$ cat config.mk
export PLATFORM = sky130hd
export DESIGN_NAME = wb_reg_responder
export DESIGN_NICKNAME = d
export VERILOG_FILES = /design/src/rtl/wb_reg_responder.sv
export SDC_FILE = /design/constraint.sdc
export NUM_CORES = 1
export LEC_CHECK = 0
export CAP_MARGIN = 15
export CORE_ASPECT_RATIO = 0.8
export CORE_MARGIN = 10
export CORE_UTILIZATION = 45
export DETAILED_ROUTE_END_ITERATION = 6
export PLACE_DENSITY = 0.72
export SYNTH_ARGS = -nofsm -noshare
export SYNTH_HDL_FRONTEND = slang
export SYNTH_SLANG_ARGS = --single-unit
export TNS_END_PERCENT = 5
$ cat constraint.sdc
create_clock -name wb_clk_i -period 1.9 [get_ports wb_clk_i]
set_input_delay 0.38 -clock wb_clk_i [delete_from_list [all_inputs] [get_ports wb_clk_i]]
set_output_delay 0.38 -clock wb_clk_i [all_outputs]
set_load 0.005 [all_outputs]
$ cat src/rtl/wb_reg_responder.sv
`default_nettype none
// ============================================================================
// wb_reg_responder
// Wishbone-classic 8-bit register slave with WAIT_STATES extra ack latency.
// Optional reload timer and interrupt, built only when WB_RESP_TIMER_EN is defined.
// Revision: 1.0
// ============================================================================
module wb_reg_responder #(
  parameter int         WAIT_STATES = 0,
  parameter logic [7:0] ID_VALUE    = 8'hA5
) (
  input  logic       wb_clk_i,
  input  logic       arst_i,
  input  logic [2:0] wb_addr_i,
  input  logic [7:0] wb_dat_i,
  output logic [7:0] wb_dat_o,
  input  logic       wb_we_i,
  input  logic       wb_stb_i,
  input  logic       wb_cyc_i,
  output logic       wb_ack_o,
  output logic       wb_inta_o
);

  localparam logic [1:0] ST_IDLE   = 2'd0;
  localparam logic [1:0] ST_WAIT   = 2'd1;
  localparam logic [1:0] ST_ACK    = 2'd2;
  localparam logic [2:0] WAIT_LOAD = (WAIT_STATES > 0) ? 3'(WAIT_STATES - 1) : 3'd0;

  logic [1:0] state;
  logic [1:0] state_nx;
  logic [2:0] wait_cnt;
  logic [2:0] addr_q;
  logic       we_q;
  logic [7:0] wdat_q;
  logic       req;
  logic       commit;
  logic       wr_en;
  logic [7:0] rdata;
  logic [7:0] scratch0;
  logic [7:0] scratch1;
  logic [7:0] ctrl;
  logic [7:0] reload;
  logic [7:0] access_cnt;
  logic [7:0] count;
  logic       if_flag;
  logic       inta;

  assign req = wb_cyc_i & wb_stb_i;

  always_ff @(posedge wb_clk_i or negedge arst_i) begin
    if (!arst_i) state <= ST_IDLE;
    else         state <= state_nx;
  end

  always_comb begin
    state_nx = state;
    case (state)
      ST_IDLE: if (req) state_nx = (WAIT_STATES > 0) ? ST_WAIT : ST_ACK;
      ST_WAIT: begin
        if (!req)                  state_nx = ST_IDLE;
        else if (wait_cnt == 3'd0) state_nx = ST_ACK;
      end
      ST_ACK:  state_nx = ST_IDLE;
      default: state_nx = ST_IDLE;
    endcase
  end

  // ACK's exit edge raises the registered ack, commits the write and captures read data.
  always_comb begin
    commit = (state == ST_ACK);
    wr_en  = commit & we_q;
    rdata  = 8'h00;
    case (addr_q)
      3'd0: rdata = scratch0;
      3'd1: rdata = scratch1;
      3'd2: rdata = ctrl;
      3'd3: rdata = {7'b0, if_flag};
      3'd4: rdata = reload;
      3'd5: rdata = count;
      3'd6: rdata = ID_VALUE;
      3'd7: rdata = access_cnt;
      default: rdata = 8'h00;
    endcase
  end

  always_ff @(posedge wb_clk_i or negedge arst_i) begin
    if (!arst_i) begin
      addr_q   <= 3'd0;
      we_q     <= 1'b0;
      wdat_q   <= 8'h00;
      wait_cnt <= 3'd0;
    end else begin
      if (state == ST_IDLE && req) begin
        addr_q   <= wb_addr_i;
        we_q     <= wb_we_i;
        wdat_q   <= wb_dat_i;
        wait_cnt <= WAIT_LOAD;
      end else if (state == ST_WAIT && wait_cnt != 3'd0) begin
        wait_cnt <= wait_cnt - 3'd1;
      end
    end
  end

  always_ff @(posedge wb_clk_i or negedge arst_i) begin
    if (!arst_i) begin
      scratch0   <= 8'h00;
      scratch1   <= 8'h00;
      ctrl       <= 8'h00;
      reload     <= 8'h00;
      access_cnt <= 8'h00;
      wb_ack_o   <= 1'b0;
      wb_dat_o   <= 8'h00;
    end else begin
      wb_ack_o <= commit;
      wb_dat_o <= commit ? rdata : 8'h00;
      if (commit) access_cnt <= access_cnt + 8'd1;
      if (wr_en) begin
        case (addr_q)
          3'd0:    scratch0 <= wdat_q;
          3'd1:    scratch1 <= wdat_q;
          3'd2:    ctrl     <= wdat_q;
          3'd4:    reload   <= wdat_q;
          default: ;
        endcase
      end
    end
  end

`ifdef WB_RESP_TIMER_EN
  logic ten_d;
  logic if_set;
  logic if_clr;

  assign if_set = ctrl[1] & ten_d & (count == 8'd0);
  assign if_clr = wr_en & (addr_q == 3'd3) & wdat_q[0];

  always_ff @(posedge wb_clk_i or negedge arst_i) begin
    if (!arst_i) begin
      ten_d   <= 1'b0;
      count   <= 8'h00;
      if_flag <= 1'b0;
      inta    <= 1'b0;
    end else begin
      ten_d <= ctrl[1];
      // A fresh TEN rising edge loads from RELOAD just like an expiry does.
      if (ctrl[1]) begin
        if (!ten_d || count == 8'd0) count <= reload;
        else                         count <= count - 8'd1;
      end
      if (if_set)      if_flag <= 1'b1;
      else if (if_clr) if_flag <= 1'b0;
      inta <= if_flag & ctrl[0];
    end
  end
`else
  assign count   = 8'h00;
  assign if_flag = 1'b0;
  assign inta    = 1'b0;
`endif

  assign wb_inta_o = inta;

endmodule
`default_nettype wire
---- Yosys cells after proc, flatten, opt, wreduce, memory -nomap -nowiden ----
Cells that the tools add are included.
word-level totals
  output and inout port bits .............. 10
  register bits after elaboration ......... 66
operators by class
  add/sub/neg operators ................... 2
  eq/ne operators ......................... 11
  muxes and demuxes ....................... 8
  reductions and logical operators ........ 13
  bitwise logic cells ..................... 2
operators by type and width
  kind                   number
  $pmux W8 S7            1
  $eq A3 B3 Y1 const B   4
  $reduce_and A2 Y1      5
  $add A8 B1 Y8 const B  1
  $mux W8                1
  $eq A3 B2 Y1 const B   2
  $logic_not A3 Y1       2
  $mux W2                3
  $mux W3                2
  $pmux W2 S2            1
  $eq A3 B1 Y1 const B   1
  $ne A3 B3 Y1 const B   1
  $reduce_bool A3 Y1     1
  $sub A3 B1 Y3 const B  1
  $and A1 B1 Y1          2
  $eq A2 B1 Y1 const B   1
  $eq A2 B2 Y1 const B   1
  $logic_and A1 B1 Y1    2
  $logic_not A2 Y1       1
  $ne A2 B2 Y1 const B   1
  $reduce_bool A2 Y1     1
  $reduce_or A2 Y1       1

---- Logic depth before layout (Yosys ltp) ----
Gate-level depths: netlist of run 1.
  depth after elaboration ................. 4
  depth in mapped cells ................... 5
  mapped depth without buffers ............ 4

---- Least setup slack after synthesis of run 1 ----
OpenSTA, ideal clock, no wires.
  kind .................................... reg2reg
  from .................................... register addr_q[2]
  to ...................................... register scratch1[0]
  setup slack ............................. 0.484 ns
  library setup time ...................... 0.125 ns
  period minus slack after synthesis ...... 1.416 ns
  cell stages (with the launch flop) ...... 6
  required time ........................... 1.775 ns
  arrival time ............................ 1.291 ns
  path buffers ............................ 2
  cell sequence ........................... dfrtp_1 buf_4 nor3b_4 and3_4 buf_12 mux2_4
on the way
  longest elaborated chain between the ends .. 2
ends and longest elaborated chain
  item                         line  RTL
  start, declared              32    logic [2:0] addr_q;
  start signal, assigned       94    addr_q <= wb_addr_i;
  $eq A3 B1 Y1                 118   case (addr_q)
  $reduce_and A2 Y1 (no line)  -
  end signal, assigned         120   3'd1: scratch1 <= wdat_q;
  end, declared                40    logic [7:0] scratch1;
No other way between the ends.
A chain may end at the register's enable or synchronous reset.

---- Worst setup path after layout of run 1 ----
  from .................................... register addr_q[0]
  to ...................................... register ctrl[4]
on the way
  longest elaborated chain between the ends .. 2
ends and longest elaborated chain
  item                         line  RTL
  $eq A3 B2 Y1                 118
  $reduce_and A2 Y1 (no line)  -
  end signal, assigned         121   3'd2: ctrl <= wdat_q;
  end, declared                41    logic [7:0] ctrl;
No other way between the ends.

==> results by group, run 1 <==
Yosys
  – Synth Flop Type: dfrtp_1
  – EDFF count, synth: 0
  – Synth top area share: 55.9%
  – Asr flop ratio synth: 100%
  – Seq/Total Area, Yosys: 55.9%
  – Mapped cell area: ~2800 um^2
  – Syn avg cell area: approximately 14 um^2
  – Area leader, netlist: dfrtp_1
  – Top cells by area, synth: dfrtp_1 56%, mux2_2 14%, mux2_4 4.3%
  – Synth cell types: 39
  – Post-synthesis register bit count: 62
  – Post-Syn Nets: approximately 220
  – Yosys warns: 0
  – Mapped Cells: 205

Cells and area
  – Share of cells above drive strength 1: 30.8%
  – Most frequent cells in the layout: 62 x dfrtp_1, 35 x mux2_2, 23 x clkdlybuf4s50_1, 13 x o21ai_0, 10 x clkbuf_8
  – Ant. Diodes: 0
  – Most common cell after layout, fill and taps aside: dfrtp_1
  – Multi-input logic area: 1100 um^2
  – Fill cell count: 505
  – Storage cell area: 1550 um^2
  – Post-route insts no fill: 321
  – Final nets: about 250
  – Area grow syn2layout: 17.2%

Route
  – Vias per cell: about 5.5
  – Pre-Repair DR Iteration Count: 4
  – Starting DRC count in detailed routing: 79
  – Drt total wl: 5620 um
  – Avg WL per Cell: 17.5 um
  – Antenna Nets Post-Route: 0
  – DRC errors left: 0
  – Vias: 1754

Global route
  – Overflow after GRT: 0
  – Number of global-route vias before repair: 1772
  – First-pass GRT wire length: 9200 um
  – Largest net degree at the start of global routing: 27
  – Initial antenna violation count: 0
  – Gr usage total: 12.3%

Clocking
  – Clock Pin Slew Worst Setup and Hold Paths: 0.06 ns
  – CTS Buffer Depth: 2
  – CTS tree: yes
  – Worst-Skew Late Latency: 0.34 ns
  – Total clock sinks: 62
  – TritonCTS buffer count: 9
  – CTS root buf: clkbuf_8
  – H-tree depth: 3

Die
  – Core Footprint: 5940 um^2
  – Die Ht: 90.2 um
  – Die X-Extent: 108 um
  – Die Area: roughly 9700 um^2
  – I/O pin count: 26
  – Row count: 25
  – Starting Density: 46.7%

Timing
  – RSZ-0062 raised after global routing: no
  – Worst Tran Pin Value: 0.510 ns
  – FMAX: 0.608 GHz
  – Final min period: 1.65 ns
  – Period Utilization, post-route: 86.6%
  – Setup TNS: 0 ns
  – Final Hold Fails: 0
  – Endpoints failing setup: 0
  – Slew headroom: 66.0%
  – Slew Viols, Final: 0
  – Skew final: around 0.0073 ns

Placement
  – Number of buffers added on ports: 24
  – Post-DP HPWL: 3980 um
  – Placer Congestion: 0.788
  – Placed cells: 306

Worst hold path
  – Worst Hold Class: register to register

Job
  – Max_cap viols: 0

Critical path
  – CP Launch Type: register
  – Crit-path max FO: 15
  – Worst Path Required: roughly 2.1 ns
  – Critical path arrival: 1.86 ns
  – CP endpoint kind: register
  – Critical path class: register to register

Power
  – Pwr dens: 1180 nW/um^2
  – Leakage: between 1 and 1.5 nW
  – Total Power: 0.00383 W
  – Worst vdd ir: 0.000733 V

Outcome
  – Result of the run: finished clean
## kinds of logic after synthesis
group	after synthesis	share of synthesized area, %
adder cells (fa/ha/maj)	1	0.451
multiplexers	45	19.3
buffers and inverters	17	4.28
other	1	0.135
XOR/XNOR	7	2.21
AND/OR/NAND/NOR	40	10.3
flip-flops	62	55.9
AO/OA/AOI/OAI	32	7.35
## metrics by stage
stage	util (%)	setup WS (ns)	area [um^2]	hold slack (ns)
after floorplan	-	0.484	2780	0.0844
after global placement	52.0	0.276	3090	0.347
after detailed placement	52.0	0.255	3090	0.349
after CTS	54.7	0.260	3250	0.474
after global routing	54.7	0.212	3250	0.489
final	54.7	0.254	3250	0.474
## what timing repair did
| action | 4_1_cts | 5_1_grt |
|---|---|---|
| hold buffers | 1 | 0 |
| endpoints found under the hold margin | 15 | 0 |
| setup buffers | 0 | 0 |
| resized for setup | 0 | 0 |
| setup endpoints to repair | 0 | 0 |
## path summary, 6_finish.rpt
check / startpoint / to / slack, ns / cells after the start
min in group asynchronous: arst_i / scratch0[6]$_DFFE_PN0P_ / 0.52 / 2
max in group asynchronous: arst_i / scratch0[5]$_DFFE_PN0P_ / 0.80 / 3
worst min-delay path: access_cnt[7]$_DFFE_PN0P_ / access_cnt[7]$_DFFE_PN0P_ / 0.47 / 1
worst max-delay path: addr_q[0]$_DFFE_PN0P_ / ctrl[4]$_DFFE_PN0P_ / 0.25 / 3
worst min register to register: access_cnt[7]$_DFFE_PN0P_ / access_cnt[7]$_DFFE_PN0P_ / 0.47 / 1
worst max register to register: addr_q[0]$_DFFE_PN0P_ / ctrl[4]$_DFFE_PN0P_ / 0.25 / 3
## synth_stat cells, drive strengths merged, types with 2 or more instances
library cell,instances
dfrtp,62
mux2,45
o21ai,13
buf,11
nand2,10
a31oi,8
nand4,5
nor2,5
a21oi,4
nor2b,4
nor4bb,4
xor2,4
and3,3
inv,3
nand2b,3
nor3b,3
xnor2,3
a221o,2
a221oi,2
clkbuf,2
o221a,2
## flip-flops by register name (all words and copies together) (netlist names)
| signal | count |
|---|---|
| scratch0 | 8 |
| wb_ack_o | 1 |
| ctrl | 8 |
| wdat_q | 8 |
| addr_q | 3 |
| wb_dat_o | 8 |
| we_q | 1 |
| reload | 8 |
| state | 1 |
| access_cnt | 8 |
| scratch1 | 8 |
## layer usage
metal  share of wire, %  wire, um  global-route usage, %  up-vias
li1                   -         -                      -      809
met1                 46      2600                   15.7      893
met2                 46      2600                   18.3       42
met3                5.7       321                   4.35       10
met4                1.6        89                   5.44        0
met5                  0         0                      0        -
## power by group
part           switching, W  total [W]  internal (W)
clock              0.000451   0.000941      0.000490
sequential         0.000339    0.00207       0.00173
combinational      0.000296   0.000819      0.000523
## cell type report
class                      instances  share of cell area, %
timing repair buffer              34                   10.0
clock buffer                      12                   4.46
inverter                           4                  0.462
tap                               81                   3.12
multi-input combinational        126                   34.0
clock inverter                     2                  0.308
sequential                        62                   47.7
## critical path: stages, from the launching register on
cell	delay [ns]
dfrtp_1	0.56
nor2b_4	0.23
nand4_2	0.34
mux2_2	0.39
Note: power is estimated with default switching activity, not from simulation.
==> inputs of run 2 (changes only) <==
--- a/config.mk
+++ b/config.mk
@@ -8,9 +8,9 @@
 export CAP_MARGIN = 15
 export CORE_ASPECT_RATIO = 0.8
 export CORE_MARGIN = 10
-export CORE_UTILIZATION = 45
+export CORE_UTILIZATION = 50
 export DETAILED_ROUTE_END_ITERATION = 6
-export PLACE_DENSITY = 0.72
+export PLACE_DENSITY = 0.78
 export SYNTH_ARGS = -nofsm -noshare
 export SYNTH_HDL_FRONTEND = slang
 export SYNTH_SLANG_ARGS = --single-unit
==> results by group, run 2 (synthesis gave the netlist of run 1 again) <==
Global route
  – Overflow after GRT: 0
  – Initial antenna violation count: 0
  – Number of global-route vias before repair: 1730
  – Largest net degree at the start of global routing: 63
  – First-pass GRT wire length: between 8000 and 9000 um
  – Gr usage total: 12.9%

Die
  – Row count: 24
  – Die X-Extent: ~100 um
  – Core Footprint: ~5400 um^2
  – Die Ht: ~87 um
  – I/O pin count: 26
  – Starting Density: roughly 51%
  – Die Area: approximately 8900 um^2

Critical path
  – CP Launch Type: register
  – Slowest stage delay, CP: 0.52 ns
  – CP cell instances: nor2b_4, nand4b_2, mux2_2
  – Critical path arrival: around 1.9 ns
  – Slowest-stage cell, CP: dfrtp_1
  – Critical path class: register to register
  – CP endpoint kind: register
  – Worst Path Required: 2.12 ns
  – Crit-path max FO: 11
  – Worst path top cell family by delay: simple AND/OR/NAND/NOR gates
  – Buffers and inverters on the worst path: 0

Timing
  – Setup TNS: 0 ns
  – Final min period: 1.64 ns
  – Period Utilization, post-route: slightly below 90%
  – Slew Viols, Final: 0
  – FMAX: 0.609 GHz
  – Skew final: 0.00642 ns
  – RSZ-0062 raised after global routing: no
  – Endpoints failing setup: 0
  – Final Hold Fails: 0

Placement
  – Number of buffers added on ports: 24
  – Post-DP HPWL: between 3000 and 4000 um
  – Placer Congestion: roughly 0.8

Route
  – Drt total wl: 5230 um
  – Vias: 1698
  – Antenna Nets Post-Route: 0
  – Vias per cell: 5.68
  – DRC errors left: 0
  – Starting DRC count in detailed routing: 86
  – Pre-Repair DR Iteration Count: 4
  – Avg WL per Cell: approximately 18 um

Clocking
  – Clock Pin Slew Worst Setup and Hold Paths: 0.06 ns
  – CTS Buffer Depth: 2
  – Setup Fix Bufs, Post-CTS: 0
  – Post-CTS sizing: 0
  – Post-CTS Hold Fix Bufs: 0
  – Worst-Skew Late Latency: 0.34 ns
  – CTS tree: yes
  – TritonCTS buffer count: 9
  – CTS root buf: clkbuf_8
  – Total clock sinks: 62
  – H-tree depth: 3

Cells and area
  – Most common cell after layout, fill and taps aside: dfrtp_1
  – Final core utilization: 58.9%
  – Ant. Diodes: 0
  – Share of cells above drive strength 1: 29.5%
  – Area grow syn2layout: 14.7%
  – Most frequent cells in the layout: 62 x dfrtp_1, 35 x mux2_2, 23 x clkdlybuf4s50_1, 13 x o21ai_0
  – Final nets: between 200 and 300

Power
  – Worst vdd ir: 0.000543 V
  – Sw Ratio: between 20% and 30%
  – Comb pwr share: 22.1%
  – Leakage: 1.43 nW
  – Pwr dens: 1170 nW/um^2
  – P_int: 0.00269 W
  – Seq pwr share: 54.7%
  – NetSw: 0.00105 W
  – Clock Power Share: 23.2%
  – Total Power: 0.00373 W

Outcome
  – Result of the run: finished clean

Job
  – Max_cap viols: 0

Worst hold path
  – Worst Hold Class: input pin to async pin
[run 2: layout make-up]
| type | instances | area (um^2) |
|---|---|---|
| clock buffer | 11 | 131 |
| fill | 418 | 2220 |
| inverter | 4 | 15.0 |
| multi-input combinational | 126 | 1100 |
| sequential | 62 | 1550 |
| tap | 65 | 81.3 |
| timing repair buffer | 31 | 300 |
[run 2: power groups by stage]
stage / clock, W / sequential [W] / combinational [W]
floorplan: 0 / 0.00194 / 0.000678
global placement: 0 / 0.00205 / 0.000797
detailed placement: 0 / 0.00206 / 0.000832
CTS: 0.000892 / 0.00204 / 0.000832
global route: 0.000956 / 0.00209 / 0.000912
finish: 0.000865 / 0.00204 / 0.000825
[run 2: final timing paths]
kind	end	slack [ns]	cells past startpoint	start
min in group wb_clk_i	ctrl[6]$_DFFE_PN0P_	0.50	1	ctrl[6]$_DFFE_PN0P_
max	reload[3]$_DFFE_PN0P_	0.26	3	addr_q[0]$_DFFE_PN0P_
min reg2reg	ctrl[6]$_DFFE_PN0P_	0.50	1	ctrl[6]$_DFFE_PN0P_
max in group asynchronous	wdat_q[4]$_DFFE_PN0P_	1.59	2	arst_i
max reg2reg	reload[3]$_DFFE_PN0P_	0.26	3	addr_q[0]$_DFFE_PN0P_
min	wb_ack_o$_DFF_PN0_	0.03	2	arst_i
[run 2: layer usage]
layer  track usage (%)  routed length, um
met2              18.5               2370
met1              16.4               2510
met4              8.07                117
met5                 0                  0
met3              4.22                245
[run 2: per-stage QoR]
step	hold slack [ns]	instance area [um^2]	std cells	setup slack [ns]
3_5_place_dp	0.411	3050	288	0.264
2_1_floorplan	0.0844	2780	205	0.484
3_3_place_gp	0.413	3050	288	0.296
5_1_grt	0.0590	3180	299	0.186
4_1_cts	0.0440	3180	299	0.250
6_report	0.0304	3180	299	0.257
